==> src/rtl/oflow_fe_scheduler.sv <==
// oflow_fe_scheduler: round-robin sharing of one feature-extraction unit between NUM_REQ bbox sources.
// Optional macro OFLOW_FE_SCHED_PERF_EN adds the stall_cycles output (RUN cycles without an issue).
`ifndef BBOX_VECTOR_SIZE
`define BBOX_VECTOR_SIZE 32
`endif

module oflow_fe_scheduler #(
    parameter int NUM_REQ    = 4,
    parameter int BBOX_W     = `BBOX_VECTOR_SIZE,
    parameter int FE_LATENCY = 2,
    parameter int MAX_OBJ    = 64,
    localparam int OBJ_W     = $clog2(MAX_OBJ + 1),
    localparam int RID_W     = $clog2(NUM_REQ)
) (
    input  logic                      clk,
    input  logic                      reset_N,
    input  logic                      frame_start,
    input  logic [NUM_REQ-1:0]        req_valid,
    input  logic [NUM_REQ-1:0]        req_last,
    input  logic [NUM_REQ*BBOX_W-1:0] req_bbox,
    output logic [NUM_REQ-1:0]        req_ready,
    output logic                      fe_enable,
    output logic [BBOX_W-1:0]         fe_bbox,
    output logic                      res_valid,
    output logic [RID_W-1:0]          res_req_id,
    output logic [OBJ_W-1:0]          res_obj_idx,
    output logic [OBJ_W-1:0]          obj_count,
    output logic                      busy,
    output logic                      frame_done,
    output logic                      overflow
`ifdef OFLOW_FE_SCHED_PERF_EN
    ,
    output logic [15:0]               stall_cycles
`endif
);

    typedef enum logic [1:0] {IDLE, RUN, DRAIN, DONE} state_t;

    state_t             state;
    logic [RID_W-1:0]   rr_ptr;
    logic [NUM_REQ-1:0] last_seen;

    logic               can_grant;
    logic [NUM_REQ-1:0] eligible;
    logic               xfer;
    logic [RID_W-1:0]   gnt_id;
    logic [RID_W:0]     cand_sum;
    logic [RID_W-1:0]   cand;
    logic [NUM_REQ-1:0] last_seen_nxt;
    logic [OBJ_W-1:0]   obj_count_nxt;
    logic               all_last_nxt;
    logic               max_hit_nxt;
    logic               pipe_busy;

    logic [BBOX_W-1:0]  bbox_arr [NUM_REQ];

    // Tag pipe: stage k holds the tag of the object issued k+1 cycles ago.
    logic               vld_p [FE_LATENCY+1];
    logic [RID_W-1:0]   id_p  [FE_LATENCY+1];
    logic [OBJ_W-1:0]   idx_p [FE_LATENCY+1];

    function automatic logic [OBJ_W-1:0] sat_inc_obj(input logic [OBJ_W-1:0] v);
        return (v == OBJ_W'(MAX_OBJ)) ? v : v + OBJ_W'(1);
    endfunction

    function automatic logic [RID_W-1:0] wrap_inc_id(input logic [RID_W-1:0] v);
        return (v == RID_W'(NUM_REQ - 1)) ? '0 : v + RID_W'(1);
    endfunction

`ifdef OFLOW_FE_SCHED_PERF_EN
    function automatic logic [15:0] sat_inc16(input logic [15:0] v);
        return (v == 16'hFFFF) ? v : v + 16'd1;
    endfunction
`endif

    for (genvar i = 0; i < NUM_REQ; i++) begin : g_unpack
        assign bbox_arr[i] = req_bbox[i*BBOX_W +: BBOX_W];
    end

    // Round-robin search starting at rr_ptr; grant never looks at req_ready.
    always_comb begin
        can_grant = (state == RUN) && (obj_count < OBJ_W'(MAX_OBJ));
        eligible  = can_grant ? (req_valid & ~last_seen) : '0;
        req_ready = '0;
        xfer      = 1'b0;
        gnt_id    = '0;
        cand_sum  = '0;
        cand      = '0;
        for (int k = 0; k < NUM_REQ; k++) begin
            cand_sum = {1'b0, rr_ptr} + (RID_W+1)'(k);
            if (cand_sum >= (RID_W+1)'(NUM_REQ))
                cand_sum = cand_sum - (RID_W+1)'(NUM_REQ);
            cand = cand_sum[RID_W-1:0];
            if (!xfer && eligible[cand]) begin
                xfer   = 1'b1;
                gnt_id = cand;
            end
        end
        req_ready[gnt_id] = xfer;
    end

    always_comb begin
        last_seen_nxt = last_seen;
        if (xfer && req_last[gnt_id])
            last_seen_nxt[gnt_id] = 1'b1;
        obj_count_nxt = xfer ? sat_inc_obj(obj_count) : obj_count;
        all_last_nxt  = &last_seen_nxt;
        max_hit_nxt   = (obj_count_nxt == OBJ_W'(MAX_OBJ));
        pipe_busy     = 1'b0;
        // The last stage is being delivered this cycle, so it no longer counts as in flight.
        for (int k = 0; k < FE_LATENCY; k++)
            pipe_busy = pipe_busy | vld_p[k];
    end

    always_ff @(posedge clk) begin
        if (reset_N) begin
            state      <= IDLE;
            rr_ptr     <= '0;
            last_seen  <= '0;
            obj_count  <= '0;
            overflow   <= 1'b0;
            busy       <= 1'b0;
            frame_done <= 1'b0;
            fe_enable  <= 1'b0;
            fe_bbox    <= '0;
        end else begin
            frame_done <= 1'b0;
            fe_enable  <= xfer;
            if (xfer) begin
                fe_bbox   <= bbox_arr[gnt_id];
                rr_ptr    <= wrap_inc_id(gnt_id);
                obj_count <= obj_count_nxt;
                last_seen <= last_seen_nxt;
            end
            case (state)
                IDLE: begin
                    if (frame_start) begin
                        state     <= RUN;
                        busy      <= 1'b1;
                        obj_count <= '0;
                        last_seen <= '0;
                        overflow  <= 1'b0;
                    end
                end
                RUN: begin
                    if (all_last_nxt || max_hit_nxt) begin
                        state    <= DRAIN;
                        overflow <= max_hit_nxt && !all_last_nxt;
                    end
                end
                DRAIN: begin
                    if (!pipe_busy) begin
                        state      <= DONE;
                        frame_done <= 1'b1;
                    end
                end
                DONE: begin
                    state <= IDLE;
                    busy  <= 1'b0;
                end
                default: state <= IDLE;
            endcase
        end
    end

    // Issue stage -> tag pipe stages 0..FE_LATENCY
    always_ff @(posedge clk) begin
        if (reset_N) begin
            for (int k = 0; k <= FE_LATENCY; k++) begin
                vld_p[k] <= 1'b0;
                id_p[k]  <= '0;
                idx_p[k] <= '0;
            end
        end else begin
            vld_p[0] <= xfer;
            id_p[0]  <= gnt_id;
            idx_p[0] <= obj_count;
            for (int k = 1; k <= FE_LATENCY; k++) begin
                vld_p[k] <= vld_p[k-1];
                id_p[k]  <= id_p[k-1];
                idx_p[k] <= idx_p[k-1];
            end
        end
    end

    assign res_valid   = vld_p[FE_LATENCY];
    assign res_req_id  = id_p[FE_LATENCY];
    assign res_obj_idx = idx_p[FE_LATENCY];

`ifdef OFLOW_FE_SCHED_PERF_EN
    always_ff @(posedge clk) begin
        if (reset_N)
            stall_cycles <= '0;
        else if (state == IDLE && frame_start)
            stall_cycles <= '0;
        else if (state == RUN && !xfer)
            stall_cycles <= sat_inc16(stall_cycles);
    end
`endif

endmodule

==> config.mk <==
export PLATFORM = sky130hd
export DESIGN_NAME = oflow_fe_scheduler
export DESIGN_NICKNAME = d
export VERILOG_FILES = /design/src/rtl/oflow_fe_scheduler.sv
export SDC_FILE = /design/constraint.sdc
export NUM_CORES = 1
export LEC_CHECK = 0
export BUFFER_PORTS_ARGS = -buffer_cell sky130_fd_sc_hd__buf_4
export CAP_MARGIN = 15
export CORE_AREA = 2 2 104 106
export DETAILED_ROUTE_END_ITERATION = 8
export DIE_AREA = 0 0 106 108
export GPL_TIMING_DRIVEN = 0
export PLACE_DENSITY = 0.84
export SETUP_SLACK_MARGIN = 0.5
export SLEW_MARGIN = 20
export SYNTH_ARGS = -nofsm -noshare
export SYNTH_HDL_FRONTEND = slang
export SYNTH_SLANG_ARGS = --single-unit
==> constraint.sdc <==
create_clock -name clk -period 3.1 [get_ports clk]
set_input_delay 0.31 -clock clk [delete_from_list [all_inputs] [get_ports clk]]
set_output_delay 0.31 -clock clk [all_outputs]
set_load 0.01 [all_outputs]
==> results.sh, run 1 <==
export IMPL_status="completed"
export IMPL_cp_required_ns=3.38
export IMPL_async_flop_share=0
export IMPL_path_clk_slew_ns=0.09
export IMPL_rsz0062_at_grt="yes"
export IMPL_combPwrFrac=0.516
export IMPL_ys_types=46
export IMPL_start_util=0.404
export IMPL_worstReg2RegStart="state[1]"
export IMPL_report_final_slew_viol_count=0
export IMPL_synthMuxAreaShare=0.00484
export IMPL_highest_layer="met4"
export IMPL_drc=0
export IMPL_wire_per_inst_um=16.3
export IMPL_ys_ff_latch=80
export IMPL_synth_edf_count=0
export IMPL_num_vias=4743
export IMPL_syn_to_final_growth_pct=59.3
export IMPL_dr_wl_met3_um=1240
export IMPL_rows=37
export IMPL_mostFrequentLayoutCells="buf_4, nand2_1, dfxtp_1, nor2_1, a21oi_1"
export IMPL_antenna_found_initial=0
export IMPL_relSlewSlack=0.643
export IMPL_max_freq_ghz=0.366
export IMPL_cts_buffer_depth=2
export IMPL_pin_count=196
export IMPL_switching_share=0.388
export IMPL_cpPeakStageDelay_ns=0.43
export IMPL_fin_area_um2=6590
export IMPL_syn_cell_area_um2=4130
export IMPL_crit_path_end_kind="flip-flop"
export IMPL_synth_adder_area_share=0.0303
export IMPL_power_per_cell_area_nw_per_um2=715
export IMPL_place_worst_setup_slack_ns=-0.0348
export IMPL_htreeDepth=3
export IMPL_cts_root_buf="clkbuf_8"
export IMPL_synth_top_family_by_area="simple AND/OR/NAND/NOR gates"
export IMPL_die_h_um=108
export IMPL_finalHoldViolCount=0
export IMPL_cts_buffers=9
export IMPL_fin_ws_ns=0.368
export IMPL_viasPerCell=5.21
export IMPL_syn_avg_cell_area_um2=7.63
export IMPL_intPower_w=0.00288
export IMPL_drt_iter0_drc=239
export IMPL_cts_tree="yes"
export IMPL_synth_xor_area_share=0.00847
export IMPL_cp_start_kind="flip-flop"
export IMPL_min_period_ns=2.73
export IMPL_p_leak_nw=3.05
export IMPL_maxCapViolations=0
export IMPL_synth_cells=542
export IMPL_fin_setup_tns_ns=0
export IMPL_min_from="frame_start"
export IMPL_portBuffers=194
export IMPL_dpl_instance_area_um2=5860
export IMPL_crit_slowest_cell="or3b_4"
export IMPL_grt_pass1_wl_um=22600
export IMPL_synth_top_cell_area_share=0.387
export IMPL_yosys_area_share_simple=0.329
export IMPL_hold_buffers=0
export IMPL_grtUsageTotal=0.251
export IMPL_wl_met2_um=7630
export IMPL_grt_max_degree=15
export IMPL_ant_nets=0
export IMPL_hold_class="input port to flip-flop"
export IMPL_synth_compound_area_share=0.169
export IMPL_timing_hold_ws_ns=0.333
export IMPL_crit_path_cell_trace="inv_2 -> ha_4 -> or3b_4 -> nor3_4 -> buf_4 -> o31a_1 -> a211oi_4 -> buf_12 -> o31ai_4 -> nand4_4 -> a31oi_4 -> mux2i_1"
export IMPL_critPathLaunch="state[1]"
export IMPL_die_w_um=106
export IMPL_grt_overflow_total=0
export IMPL_tightestPinTransition_ns=0.535
export IMPL_die_area_um2=11400
export IMPL_layout_drive_gt1_share=0.394
export IMPL_synth_sequential_area_ratio=0.387
export IMPL_path_buf_inv=3
export IMPL_dp_hpwl_um=11500
export IMPL_nets=919
export IMPL_p_sw_w=0.00182
export IMPL_syn_num_nets=691
export IMPL_pwr_share_seq=0.281
export IMPL_synth_main_ff_cell="dfxtp_1"
export IMPL_antenna_cells=0
export IMPL_path_delay_family="simple AND/OR/NAND/NOR gates"
export IMPL_fin_crit_sh=0.881
export IMPL_skew_ns=0.00825
export IMPL_dr_pass1_iters=5
export IMPL_yosys_top_cells_area="dfxtp_1, nand2_1, a311oi_1, and3_1, a21oi_1"
export IMPL_finalSetupViolations=0
export IMPL_ir_worst_vdd_mv=0.351
export IMPL_synth_largest_area_cell="dfxtp_1"
export IMPL_ys_warn_count=0
export IMPL_gp_congestion=1.00
export IMPL_crit_arrival_ns=3.01
export IMPL_clock_latency_ns=0.36
export IMPL_first_global_vias=4643
export IMPL_core_um2=10200
export IMPL_routed_wirelength_um=14800
export IMPL_power_w=0.00471
export IMPL_clock_power_share=0.202
export IMPL_mostFrequentLayoutCell="buf_4"
export IMPL_crit_fanout=6
export IMPL_critPathKind="flip-flop to flip-flop"
export IMPL_met1_length_um=5370
export IMPL_clock_sinks=80
==> kinds of logic after synthesis <==
| group | Yosys count |
|---|---|
| AOI/OAI and AO/OA | 96 |
| xor gates and xnor gates | 4 |
| adders and majority gates | 10 |
| buffers and inverters | 66 |
| DFF | 80 |
| muxes | 2 |
| and+or+nand+nor | 284 |
==> through the flow <==
stage | std cells | util
floorplan | 542 | -
global placement | 872 | 0.573
detailed placement | 872 | 0.573
CTS | 906 | 0.629
global route | 911 | 0.644
finish | 911 | 0.644
==> power groups by stage <==
| stage | Combinational (W) | Clock (W) | Sequential [W] |
|---|---|---|---|
| after floorplan | 0.00122 | 0 | 0.00137 |
| after global routing | 0.00263 | 0.00101 | 0.00134 |
| after detailed placement | 0.00200 | 0 | 0.00134 |
| after global placement | 0.00195 | 0 | 0.00133 |
| after CTS | 0.00226 | 0.000965 | 0.00132 |
| final | 0.00243 | 0.000953 | 0.00132 |
==> cells in the mapped netlist, types with 3 or more instances <==
master / instances
and3_1: 32
o31ai_1: 4
buf_2: 9
o21ai_0: 4
buf_1: 5
ha_1: 10
nor2b_1: 30
nand2b_1: 12
nand2_1: 142
clkbuf_1: 26
nor3b_1: 3
xor2_1: 3
a311oi_1: 32
dfxtp_1: 80
a21oi_1: 39
nand4_1: 3
nor2_1: 47
buf_4: 9
inv_1: 16
==> what timing repair did <==
item                       in CTS  in global routing
setup endpoints to repair      36                 33
cloned                          0                  2
setup buffers                  18                  3
pin swaps                      14                  5
resized for setup              35                 40
==> registers in the layout (all words and copies together) (netlist names) <==
name and flops:
fe_bbox 32, idx_p 21, obj_count 7, id_p 6, last_seen 4, vld_p 3
rr_ptr 2, state 2, busy 1, frame_done 1, overflow 1
==> worst reg2reg max path, cell delays in order (launching register included) <==
cell and delay [ns]:
dfxtp_2 0.33, inv_2 0.07, ha_4 0.17, or3b_4 0.43
nor3_4 0.19, buf_4 0.16, o31a_1 0.18, a211oi_4 0.05
buf_12 0.14, o31ai_4 0.29, nand4_4 0.18, a31oi_4 0.23
mux2i_1 0.23
==> routing by layer <==
metal | up-vias | track usage
met5 | - | 0
met4 | 0 | 0.122
met3 | 47 | 0.0657
met2 | 243 | 0.453
met1 | 2167 | 0.274
li1 | 2286 | -
==> worst paths after layout <==
check | slack (ns) | end | depth (start not counted)
worst min-delay path | 0.33 | overflow | 3
worst max register to register | 0.37 | state[1] | 12
worst max-delay path | 0.37 | state[1] | 12
worst min register to register | 0.44 | idx_p[0][17] | 1
==> final cells by class <==
class	count	area, um2
buffer	49	323
clock buffer	10	138
clock inverter	6	113
fill	829	3650
inverter	17	68.8
multi-input combinational	396	2490
sequential	80	1610
tap	136	170
timing repair buffer	217	1680
(Power assumes the default switching activity.)
==> run 2: changes to the inputs <==
Settings changed: REMOVE_ABC_BUFFERS set to 1.
==> run 2 against run 1 <==
  * Worst setup slack worse by 0.010 ns
  * Sequential power hardly changed
  * Highest routed layer unchanged
  * Clock power is 5.5% lower
  * Final area is 0.95% lower
==> results.sh, run 2 (same netlist as run 1, synthesis figures left out) <==
export IMPL_pin_count=196
export IMPL_dp_hpwl_um=8580
export IMPL_tightestPinTransition_ns=0.745
export IMPL_grtUsageTotal=0.248
export IMPL_reg2reg_depth=14
export IMPL_dp_cells=828
export IMPL_cts_buffers=9
export IMPL_maxCapViolations=0
export IMPL_die_h_um=108
export IMPL_path_buf_inv=4
export IMPL_clock_latency_ns=0.36
export IMPL_power_per_cell_area_nw_per_um2=735
export IMPL_first_global_vias=4465
export IMPL_max_freq_ghz=0.365
export IMPL_rsz0062_at_grt="yes"
export IMPL_finalSetupViolations=0
export IMPL_relSlewSlack=0.503
export IMPL_largest_reg_flops=32
export IMPL_place_worst_setup_slack_ns=-0.672
export IMPL_path_delay_family="simple AND/OR/NAND/NOR gates"
export IMPL_critPathKind="flip-flop to flip-flop"
export IMPL_hold_class="input port to flip-flop"
export IMPL_viasPerCell=5.26
export IMPL_routed_wirelength_um=15000
export IMPL_status="completed"
export IMPL_cts_buffer_depth=2
export IMPL_cpPeakStageDelay_ns=0.41
export IMPL_mostFrequentLayoutCells="buf_4, nand2_1, dfxtp_1, nor2_1, a21oi_1"
export IMPL_hold_buffers=0
export IMPL_portBuffers=195
export IMPL_rows=37
export IMPL_crit_fanout=5
export IMPL_cp_start_kind="flip-flop"
export IMPL_clock_sinks=80
export IMPL_fin_crit_sh=0.885
export IMPL_cp_required_ns=3.39
export IMPL_drc=0
export IMPL_antenna_cells=0
export IMPL_antenna_found_initial=0
export IMPL_num_vias=4609
export IMPL_fin_util=0.638
export IMPL_fin_ws_ns=0.358
export IMPL_crit_arrival_ns=3.03
export IMPL_instances_no_fill=877
export IMPL_drt_iter0_drc=315
export IMPL_path_depth=14
export IMPL_dr_pass1_iters=5
export IMPL_grt_pass1_wl_um=22200
export IMPL_nets=885
export IMPL_mostFrequentLayoutCell="buf_4"
export IMPL_die_w_um=106
export IMPL_htreeDepth=3
export IMPL_crit_slowest_cell="or3b_4"
export IMPL_grt_max_degree=73
export IMPL_start_util=0.404
export IMPL_syn_to_final_growth_pct=57.8
export IMPL_layout_drive_gt1_share=0.404
export IMPL_skew_ns=0.0120
export IMPL_wire_per_inst_um=17.0
export IMPL_grt_overflow_total=0
export IMPL_reg_top3="fe_bbox: 32 flops, idx_p: 21 flops, obj_count: 7 flops"
export IMPL_path_clk_slew_ns=0.10
export IMPL_hold_depth=3
export IMPL_nFillCells=842
export IMPL_p_leak_nw=2.98
export IMPL_gp_congestion=0.756
export IMPL_min_period_ns=2.74
export IMPL_ant_nets=0
export IMPL_regMostFlops="fe_bbox"
export IMPL_ir_worst_vdd_mv=0.369
export IMPL_report_final_slew_viol_count=0
export IMPL_crit_path_end_kind="flip-flop"
export IMPL_crit_path_cell_trace="inv_2 -> ha_4 -> or3b_4 -> nor3_4 -> nor3_4 -> buf_12 -> inv_12 -> buf_16 -> ha_4 -> nand2_4 -> o31ai_4 -> nand4_4 -> a31oi_4 -> mux2i_1"
export IMPL_finalHoldViolCount=0
export IMPL_core_um2=10200
export IMPL_cts_root_buf="clkbuf_8"
export IMPL_die_area_um2=11400
export IMPL_cts_tree="yes"
==> run 2: changes by cell type in the layout (fill, tap and decap cells not counted), moves of 3 or more <==
cell,delta
buf_2,-4
buf_4,-4
buf_6,-6
buf_16,+3
clkbuf_2,-5
buf_1,-4
clkbuf_1,-17
==> run 2: layout make-up <==
class	instances	area, um2	area share
Multi-Input combinational cell	399	2560	0.392
Sequential cell	80	1610	0.246
Inverter	17	88.8	0.0136
Timing Repair inverter	2	17.5	0.00269
Timing Repair Buffer	227	1850	0.284
Clock inverter	7	108	0.0165
Tap cell	136	170	0.0261
Clock buffer	9	124	0.0190
==> run 2: routing by layer <==
metal / GRT usage / vias up / part of all wire / routed length [um]
met5: 0 / - / 0 / 0
met3: 0.0410 / 24 / 0.055 / 829
li1: - / 2225 / - / -
met1: 0.289 / 2181 / 0.40 / 6020
met4: 0.111 / 0 / 0.018 / 275
met2: 0.450 / 179 / 0.52 / 7820
==> run 2: worst paths after layout <==
| check | start | end | slack [ns] |
|---|---|---|---|
| max reg2reg | state[1] | state[1] | 0.36 |
| min reg2reg | id_p[0][0] | id_p[0][2] | 0.44 |
| max | state[1] | state[1] | 0.36 |
| min | frame_start | overflow | 0.34 |
==> run 2: metrics by stage <==
step	TNS, ns	power (W)	instance area (um2)	hold slack, ns
floorplan	-48.35	0.00242	3910	0.377
global placement	-108.10	0.00304	5540	0.415
detailed placement	-4.41	0.00316	5610	0.423
CTS	0	0.00465	6400	0.299
global route	0	0.00505	6520	0.368
finish	0	0.00479	6520	0.343
==> run 2: repair_timing <==
| action | in CTS | in global routing |
|---|---|---|
| pin swaps | 12 | 7 |
| setup buffers | 17 | 8 |
| cloned | 8 | 0 |
| gates resized for setup | 59 | 17 |
| setup endpoints to repair | 47 | 30 |
==> run 2: worst min-delay path: cells and delay by family <==
kind                   cells  cell delay (ns)
AND/OR/NAND/NOR            1             0.06
buffers and inverters      1             0.12
AO/OA/AOI/OAI              1             0.16
==> run 2: power by group <==
part	internal [W]	switching [W]	total [W]
registers	0.00120	0.000110	0.00131
logic	0.00117	0.00141	0.00258
clock network	0.000471	0.000430	0.000901
==> run 3: changes to the inputs <==
Settings changed: ABC_AREA set to 1, CORE_AREA 2 2 104 106 to 2 2 106 108, DIE_AREA 0 0 106 108 to 0 0 108 110.
==> run 3 against run 2 <==
  * Wire length increased by 15%
  * Non-clock buffer count is 18 higher
  * Count of clock-buffer cells in the layout is the same
==> results.sh, run 3 <==
export IMPL_cts_buffer_depth=2
export IMPL_die_w_um=108
export IMPL_drc=0
export IMPL_mostFrequentLayoutCell="buf_4"
export IMPL_tightestPinTransition_ns=0.604
export IMPL_synth_most_common_cell="nor2_1"
export IMPL_antenna_cells=0
export IMPL_cpPeakStageDelay_ns=0.35
export IMPL_cp_start_kind="flip-flop"
export IMPL_cts_root_buf="clkbuf_8"
export IMPL_drt_iter0_drc=395
export IMPL_fin_crit_sh=0.963
export IMPL_hold_class="input port to flip-flop"
export IMPL_crit_path_end_kind="flip-flop"
export IMPL_critPathMostFrequentCell="nand2_1"
export IMPL_worstReg2RegStart="state[1]"
export IMPL_syn_cell_area_um2=4290
export IMPL_ant_nets=0
export IMPL_path_clk_slew_ns=0.09
export IMPL_max_freq_ghz=0.335
export IMPL_grt_pass1_wl_um=24400
export IMPL_gp_congestion=0.868
export IMPL_maxCapViolations=0
export IMPL_hold_buffers=0
export IMPL_dr_wl_met3_um=1500
export IMPL_wire_per_inst_um=17.8
export IMPL_clock_sinks=80
export IMPL_rows=38
export IMPL_first_global_vias=4648
export IMPL_regMostFlops="fe_bbox"
export IMPL_wl_met2_um=8310
export IMPL_cts_tree="yes"
export IMPL_dp_hpwl_um=8530
export IMPL_nFillCells=842
export IMPL_skew_ns=0.00711
export IMPL_synth_edf_count=0
export IMPL_highest_layer="met4"
export IMPL_clock_latency_ns=0.38
export IMPL_crit_fanout=6
export IMPL_path_buf_inv=6
export IMPL_mostFrequentLayoutCells="buf_4, nor2_1, inv_1, dfxtp_1, o211ai_1"
export IMPL_fin_util=0.670
export IMPL_cts_buffers=9
export IMPL_synth_cells=598
export IMPL_nets=966
export IMPL_routed_wirelength_um=17100
export IMPL_status="completed"
export IMPL_ys_ff_latch=80
export IMPL_reg_top3="fe_bbox: 32 flops, idx_p: 21 flops, obj_count: 7 flops"
export IMPL_ys_types=33
export IMPL_finalHoldViolCount=0
export IMPL_min_period_ns=2.99
export IMPL_viasPerCell=5.28
export IMPL_dr_pass1_iters=5
export IMPL_syn_to_final_growth_pct=67.0
export IMPL_synth_top_cell_area_share=0.373
export IMPL_synth_sequential_area_ratio=0.373
export IMPL_synth_commonest_cells="nor2_1, inv_1, dfxtp_1"
export IMPL_pin_count=196
export IMPL_start_util=0.401
export IMPL_die_h_um=110
export IMPL_cp_required_ns=3.35
export IMPL_min_from="frame_start"
export IMPL_antenna_found_initial=0
export IMPL_crit_arrival_ns=3.24
export IMPL_report_final_slew_viol_count=0
export IMPL_synth_main_ff_cell="dfxtp_1"
export IMPL_relSlewSlack=0.597
export IMPL_path_delay_family="simple AND/OR/NAND/NOR gates"
export IMPL_ys_warn_count=0
export IMPL_finalSetupViolations=0
export IMPL_async_flop_share=0
export IMPL_rsz0062_at_grt="yes"
export IMPL_met1_length_um=6830
export IMPL_portBuffers=195
export IMPL_grtUsageTotal=0.274
export IMPL_core_um2=10700
export IMPL_num_vias=5082
export IMPL_die_area_um2=11900
export IMPL_critPathKind="flip-flop to flip-flop"
export IMPL_grt_overflow_total=0
export IMPL_largest_reg_flops=32
export IMPL_htreeDepth=3
export IMPL_crit_slowest_cell="dfxtp_2"
export IMPL_grt_max_degree=37
export IMPL_syn_avg_cell_area_um2=7.18
export IMPL_crit_path_cell_trace="inv_2 -> ha_4 -> inv_4 -> nor2_4 -> buf_12 -> nand3_4 -> nand2_4 -> o21ai_4 -> nand4_1 -> buf_6 -> nand2_8 -> buf_6 -> ha_4 -> inv_2 -> nor2_4 -> nand2_2 -> nand2_1 -> nand2_2 -> o21ai_4 -> nand2_1 -> nand2_1 -> a21oi_2"
export IMPL_layout_drive_gt1_share=0.446
export IMPL_yosys_top_cells_area="dfxtp_1, nor2_1, o21ai_0, inv_1, o211ai_1"
export IMPL_critPathLaunch="state[1]"
export IMPL_synth_largest_area_cell="dfxtp_1"
[run 3: cell count changes in the layout (fill, tap and decap cells not counted), sizes merged, moves of 28 or more]
cell / change
nor2: +76
inv: +79
nor2b: -30
o211ai: +38
and3: -32
o21ai: +68
a21oi: -28
nand3: +29
nand2: -89
a311oi: -32
[run 3: path summary, 6_finish.rpt]
path	end	slack, ns	cells after the start
max reg2reg	state[1]	0.11	22
min reg2reg	id_p[0][4]	0.40	2
min	busy	0.27	4
max	state[1]	0.11	22
[run 3: through the flow]
stage               worst slack [ns]  instances  TNS [ns]  hold WS [ns]  area [um2]
detailed placement             -1.68        886    -46.76         0.392        5700
CTS                            0.330        944         0         0.227        6740
finish                         0.113        962         0         0.269        7170
global route                  0.0378        962         0         0.269        7170
floorplan                     -0.899        550    -18.44         0.372        4040
global placement               -1.98        885    -70.75         0.391        5680
[run 3: tightest hold or removal path: stages]
cell and delay [ns]:
buf_4 0.09, nor2_1 0.05, inv_1 0.07, a211oi_1 0.07
[run 3: area by class of cell]
class                           instances  area, um2  area share
Clock buffer                            9        124      0.0173
Clock inverter                          7        106      0.0148
Inverter                               95        400      0.0559
Multi-Input combinational cell        381       2640       0.368
Sequential cell                        80       1610       0.225
Tap cell                              140        175      0.0244
Timing Repair Buffer                  245       2050       0.286
Timing Repair inverter                  5       58.8     0.00820
[run 3: cells by family after synthesis]
family,synth area share
and+or+nand+nor,0.211
xor gates and xnor gates,0.0198
adders and majority gates,0.0292
AOI/OAI and AO/OA,0.224
buffers and inverters,0.143
DFF,0.373
[run 3: routing by layer]
layer	up-vias	GRT usage
li1	2414	-
met1	2381	0.331
met2	247	0.463
met3	40	0.0829
met4	0	0.102
met5	-	0
[run 3: timing repair]
| action | 4_1_cts | 5_1_grt |
|---|---|---|
| gates resized for setup | 98 | 94 |
| pin swaps | 28 | 22 |
| buffers inserted | 32 | 14 |
| hold endpoints to repair | 0 | 0 |
| endpoints found under the setup margin | 47 | 39 |
| cloned | 10 | 4 |
Power of run 3 is not shown: default switching activity piles up to over one toggle a cycle in this logic, so the estimate is an artifact.
